File: src/rtl/rob_pkg.sv
// Shared types and default sizes for the reorder buffer: entry layout,
// tag type and the registered retire bundle.
package rob_pkg;

  localparam int ROB_DEPTH = 16;
  localparam int ROB_IDX_W = $clog2(ROB_DEPTH);
  localparam int ROB_XLEN  = 32;

  typedef logic [ROB_IDX_W-1:0] rob_tag_t;

  typedef struct packed {
    logic                busy;
    logic                done;
    logic                has_rd;
    logic [4:0]          rd;
    logic [ROB_XLEN-1:0] value;
    logic [ROB_XLEN-1:0] pc;
  } rob_entry_t;

  typedef struct packed {
    logic [1:0]                valid;
    logic [1:0]                has_rd;
    logic [1:0][4:0]           rd;
    logic [1:0][ROB_XLEN-1:0] value;
    logic [1:0][ROB_XLEN-1:0] pc;
  } commit_t;

endpackage

File: src/rtl/reorder_buffer.sv
// Circular reorder buffer: 2-wide in-order dispatch, out-of-order CDB
// completion, 2-wide in-order retire and a full synchronous flush.
module reorder_buffer
  import rob_pkg::*;
#(
  parameter int DEPTH = ROB_DEPTH,
  parameter int IDX_W = $clog2(DEPTH),
  parameter int XLEN  = ROB_XLEN
) (
  input  logic                  clk,
  input  logic                  reset,
  input  logic [1:0]            disp_valid,
  input  logic [1:0]            disp_has_rd,
  input  logic [1:0][4:0]       disp_rd,
  input  logic [1:0][XLEN-1:0]  disp_pc,
  output logic                  disp_ready,
  output logic [1:0][IDX_W-1:0] disp_tag,
  input  logic [1:0]            cdb_valid,
  input  logic [1:0][IDX_W-1:0] cdb_tag,
  input  logic [1:0][XLEN-1:0]  cdb_value,
  input  logic                  flush,
  output logic [1:0]            commit_valid,
  output logic [1:0]            commit_has_rd,
  output logic [1:0][4:0]       commit_rd,
  output logic [1:0][XLEN-1:0]  commit_value,
  output logic [1:0][XLEN-1:0]  commit_pc,
  output logic [IDX_W:0]        count,
  output logic                  empty,
  output logic                  full
);

  localparam logic [IDX_W:0] READY_MAX = (IDX_W+1)'(DEPTH - 2);
  localparam logic [IDX_W:0] FULL_CNT  = (IDX_W+1)'(DEPTH);
  localparam logic [IDX_W:0] TWO       = (IDX_W+1)'(2);

  rob_entry_t mem_q [DEPTH];
  rob_entry_t mem_d [DEPTH];

  logic [IDX_W-1:0] head_q, head_d, tail_q, tail_d;
  logic [IDX_W-1:0] head_nxt, tail_nxt;
  logic [IDX_W:0]   count_q, count_d;
  commit_t          commit_q, commit_d;

  logic       alloc0, alloc1, ret0, ret1;
  logic [1:0] n_alloc, n_ret;
  logic [1:0] cdb_ok;

  always_comb begin
    head_nxt   = head_q + 1'b1;
    tail_nxt   = tail_q + 1'b1;
    disp_ready = (count_q <= READY_MAX);
    alloc0     = disp_ready & disp_valid[0];
    alloc1     = alloc0 & disp_valid[1];
    ret0       = mem_q[head_q].busy & mem_q[head_q].done;
    ret1       = ret0 & (count_q >= TWO) & mem_q[head_nxt].busy & mem_q[head_nxt].done;
    n_alloc    = {1'b0, alloc0} + {1'b0, alloc1};
    n_ret      = {1'b0, ret0} + {1'b0, ret1};
    // A completion landing on an entry that retires this edge has nothing left to update.
    for (int p = 0; p < 2; p++) begin
      cdb_ok[p] = cdb_valid[p] & mem_q[cdb_tag[p]].busy
                & ~(ret0 & (cdb_tag[p] == head_q))
                & ~(ret1 & (cdb_tag[p] == head_nxt));
    end
  end

  always_comb begin
    mem_d = mem_q;
    if (ret0) begin
      mem_d[head_q].busy = 1'b0;
      mem_d[head_q].done = 1'b0;
    end
    if (ret1) begin
      mem_d[head_nxt].busy = 1'b0;
      mem_d[head_nxt].done = 1'b0;
    end
    // Port 1 is written first so port 0 overrides it on a shared tag.
    if (cdb_ok[1]) begin
      mem_d[cdb_tag[1]].done  = 1'b1;
      mem_d[cdb_tag[1]].value = cdb_value[1];
    end
    if (cdb_ok[0]) begin
      mem_d[cdb_tag[0]].done  = 1'b1;
      mem_d[cdb_tag[0]].value = cdb_value[0];
    end
    if (alloc0) begin
      mem_d[tail_q] = '{busy: 1'b1, done: 1'b0, has_rd: disp_has_rd[0],
                        rd: disp_rd[0], value: '0, pc: disp_pc[0]};
    end
    if (alloc1) begin
      mem_d[tail_nxt] = '{busy: 1'b1, done: 1'b0, has_rd: disp_has_rd[1],
                          rd: disp_rd[1], value: '0, pc: disp_pc[1]};
    end
    if (flush) begin
      for (int i = 0; i < DEPTH; i++) begin
        mem_d[i].busy = 1'b0;
        mem_d[i].done = 1'b0;
      end
    end
  end

  always_comb begin
    head_d          = head_q + IDX_W'(n_ret);
    tail_d          = tail_q + IDX_W'(n_alloc);
    count_d         = count_q + (IDX_W+1)'(n_alloc) - (IDX_W+1)'(n_ret);
    commit_d        = commit_q;
    commit_d.valid  = {ret1, ret0};
    commit_d.has_rd = {mem_q[head_nxt].has_rd, mem_q[head_q].has_rd};
    commit_d.rd     = {mem_q[head_nxt].rd, mem_q[head_q].rd};
    commit_d.value  = {mem_q[head_nxt].value, mem_q[head_q].value};
    commit_d.pc     = {mem_q[head_nxt].pc, mem_q[head_q].pc};
    if (flush) begin
      head_d         = '0;
      tail_d         = '0;
      count_d        = '0;
      commit_d.valid = 2'b00;
    end
  end

  always_ff @(posedge clk or posedge reset) begin
    if (reset) begin
      for (int i = 0; i < DEPTH; i++) begin
        mem_q[i] <= '0;
      end
      head_q   <= '0;
      tail_q   <= '0;
      count_q  <= '0;
      commit_q <= '0;
    end else begin
      mem_q    <= mem_d;
      head_q   <= head_d;
      tail_q   <= tail_d;
      count_q  <= count_d;
      commit_q <= commit_d;
    end
  end

  assign disp_tag[0]   = tail_q;
  assign disp_tag[1]   = tail_nxt;
  assign commit_valid  = commit_q.valid;
  assign commit_has_rd = commit_q.has_rd;
  assign commit_rd     = commit_q.rd;
  assign commit_value  = commit_q.value;
  assign commit_pc     = commit_q.pc;
  assign count         = count_q;
  assign empty         = (count_q == '0);
  assign full          = (count_q == FULL_CNT);

endmodule

File: config.mk
export PLATFORM = sky130hd
export DESIGN_NAME = reorder_buffer
export DESIGN_NICKNAME = d
export VERILOG_FILES = /design/src/rtl/rob_pkg.sv /design/src/rtl/reorder_buffer.sv
export SDC_FILE = /design/constraint.sdc
export NUM_CORES = 2
export LEC_CHECK = 0
export ABC_CLOCK_PERIOD_IN_PS = 67300
export BUFFER_PORTS_ARGS = -buffer_cell sky130_fd_sc_hd__buf_2
export CAP_MARGIN = 20
export CELL_PAD_IN_SITES_DETAIL_PLACEMENT = 2
export CELL_PAD_IN_SITES_GLOBAL_PLACEMENT = 2
export CORE_ASPECT_RATIO = 1.25
export CORE_UTILIZATION = 35
export DETAILED_ROUTE_END_ITERATION = 16
export PLACE_DENSITY = 0.78
export SYNTH_ARGS = -nofsm -noshare
export SYNTH_HDL_FRONTEND = slang
export SYNTH_SLANG_ARGS = --single-unit
File: constraint.sdc
create_clock -name clk -period 67.3 [get_ports clk]
set_input_delay 20.19 -clock clk [delete_from_list [all_inputs] [get_ports clk]]
set_output_delay 20.19 -clock clk [all_outputs]
set_load 0.02 [all_outputs]
==> results.ini <==
[outcome]
outcome = finished, final reports clean

[route]
post-route-drc-count = 0
firstDrtPassIters = 6
antenna_left = 0
drtIter0Drc = 9401
wl_mm = 439
wl_per_cell_um = 39.1
via_per_inst = 7.27
vias = 81500

[critical_path]
critPathRequiredTime_ns = 68.15
startpoint_type = input pin
crit_path_end_kind = async pin
path_class = in2async
path_max_fanout = 165
worstPathArrival_ns = 25.25

[synth]
synth_flop_cell = dfrtp_1
ys_types = 68
avgSynthCellArea_um2 = 10.1
synthArstFlopShare = 1.00
synth.top_cell.area_share = 0.383
post-synth-top-count-cell = dfrtp_1
yosys_register_bits = 1307
syn_area_um2 = 85300
syn_nets = 8660
synth_top_area_cell = dfrtp_1
synth_edf_count = 0
yosys_warnings = 0
synth_area_leaders = dfrtp_1, mux4_2, mux2i_1, a21oi_1, o31ai_1
synth_common_cells = dfrtp_1, clkbuf_1, mux4_2
syn_inst = 8474
yosysSeqAreaShare = 0.383

[sta]
setup_violations = 0
rsz0062_at_grt = no
finalHoldViolCount = 0
timing.setup.tns_ns = 0
skew_ns = 0.0531
max-slew-margin-rel = 0.110
tightestPinTransition_ns = 1.34
fmax_ghz = 0.0410
post-route-period-util = 0.363
drv_slew = 0
min_period_ns = 24.40

[floorplanning]
start_util = 0.352
chipWidth_um = 444
die_y_um = 554
die-area_um2 = 246000
core_area_um2 = 242000
rows = 202
io_pins = 313

[grt]
antenna_found_initial = 58
grt_usage = 0.349
grt_overflow_total = 0
grt_max_degree = 177
grt_pass1_vias = 87700
grt_pass1_wl_mm = 634

[finish]
design.final.nets = 8092
areaGrowthSynthToFinish_pct = 9.61
drive_gt1_frac = 0.197
utilization = 0.386

[power]
p_per_area_nw_per_um2 = 27.8
p_leak_nw = 34.9
ir_worst_vdd_uv = 20.1

[placement]
port_buffers = 312
hpwlAfterDp_mm = 237
gp_congestion = 0.881

[clock_tree]
clock_sinks = 1307
cts_made_buffers = 167
cts.reportedPaths.clkPinSlew_ns = 0.06
clock_latency_ns = 0.89
tritoncts = built
cts_root_buffer = clkbuf_16
clk_path_buf_depth = 4
h-tree-depth = 4
cts-hold-fix-buffers = 0
cts_post_setup_buffers_inserted = 0
ctsResizeCount = 0

[job]
maxCapViolCount = 0

[hold_path]
hold_class = reg2reg

-- metrics by stage --
step | total power [mW] | worst slack (ns) | cells | instance area, um^2 | hold slack (ns)
2_1_floorplan | 1.44 | 10.27 | 8474 | 85300 | 0.519
3_3_place_gp | 1.60 | 42.10 | 10900 | 88000 | 0.540
3_5_place_dp | 1.66 | 41.96 | 10900 | 88000 | 0.562
4_1_cts | 2.59 | 42.84 | 11200 | 93400 | 0.571
5_1_grt | 2.68 | 42.42 | 11200 | 93500 | 0.601
6_report | 2.60 | 42.90 | 11200 | 93600 | 0.570
-- area by class of cell --
type | instances | area, um^2
antenna | 39 | 97.6
clock buffer | 237 | 4840
clock inverter | 49 | 552
fill | 25300 | 149000
inverter | 43 | 176
multi-input combinational | 5874 | 48000
sequential | 1307 | 32700
tap | 3162 | 3960
timing repair buffer | 513 | 3250
-- state kept, by name (all words and copies together), names as in the netlist --
register and cells:
commit_valid 2, commit_rd 10, head_q 4, commit_pc 64, tail_q 4, commit_has_rd 2, count 5, commit_value 64
mem_q 1152
-- critical path: stages --
cell    delay, ns
buf_2        0.13
inv_8        0.45
buf_4        0.81
buf_4        0.72
buf_12       0.62
buf_4        0.88
buf_4        0.86
-- cells in the final DEF, fill, tap and decap left out, types with 9 or more instances in the layout --
cell type / Yosys / layout
mux4_2: 713 / 713
nor2_1: 657 / 644
xnor2_1: 17 / 16
and2_1: 39 / 38
a21oi_1: 703 / 689
clkbuf_1: 852 / 34
inv_1: 39 / 38
buf_4: 7 / 187
o21ai_1: 80 / 79
nor3_1: 98 / 95
a311o_1: 9 / 9
a311oi_1: 71 / 71
a21oi_4: 0 / 14
or4_2: 0 / 14
o21ai_0: 442 / 442
ha_1: 27 / 26
o31ai_1: 449 / 449
nand2b_1: 17 / 17
nand2_1: 524 / 509
nor2_4: 0 / 13
nand2_4: 0 / 14
a31oi_1: 397 / 397
nand4_1: 27 / 27
bufinv_16: 0 / 10
clkinvlp_4: 0 / 9
clkbuf_16: 0 / 170
buf_2: 102 / 310
nand3_1: 276 / 272
buf_12: 0 / 11
and3_1: 10 / 9
or4_1: 247 / 231
nor2b_1: 51 / 49
or2_2: 17 / 17
clkbuf_8: 0 / 33
a2bb2oi_1: 63 / 63
mux2i_1: 610 / 610
nor4_1: 257 / 257
diode_2: 0 / 39
clkinv_2: 0 / 23
dfrtp_1: 1307 / 1304
-- report_power, final --
part	total, mW	internal, mW	switching [mW]
Clock	0.931	0.537	0.394
Sequential	1.09	0.950	0.141
Combinational	0.579	0.258	0.321
-- worst paths after layout --
kind / end / slack [ns] / cells past startpoint / startpoint
max in group clk: mem_q[124] / 42.95 / 8 / cdb_tag[5]
worst min-delay path: mem_q[610] / 0.57 / 2 / mem_q[610]
worst max register to register: mem_q[897] / 59.40 / 13 / head_q[1]
min in group asynchronous: commit_value[63] / 19.44 / 2 / reset
worst max-delay path: mem_q[174] / 42.90 / 7 / reset
worst min register to register: mem_q[610] / 0.57 / 2 / mem_q[610]
-- kinds of logic (layout without fill, tap and decap cells) --
kind of cell,after synthesis,count (layout),synth area share
XOR/XNOR,25,25,0.00287
multiplexers,1326,1326,0.260
flip-flops,1307,1307,0.383
buffers and inverters,1293,842,0.0612
other,0,39,0
AO/OA/AOI/OAI,2261,2261,0.160
AND/OR/NAND/NOR,2231,2231,0.127
adder cells (fa/ha/maj),31,31,0.00490
-- layer usage --
metal,vias up,GRT usage,share of wire
li1,31100,-,-
met1,43000,0.413,0.35
met2,5522,0.543,0.46
met3,1921,0.0868,0.10
met4,30,0.269,0.082
met5,-,0,0.00047
No activity file was read; power rests on OpenSTA's default activity.
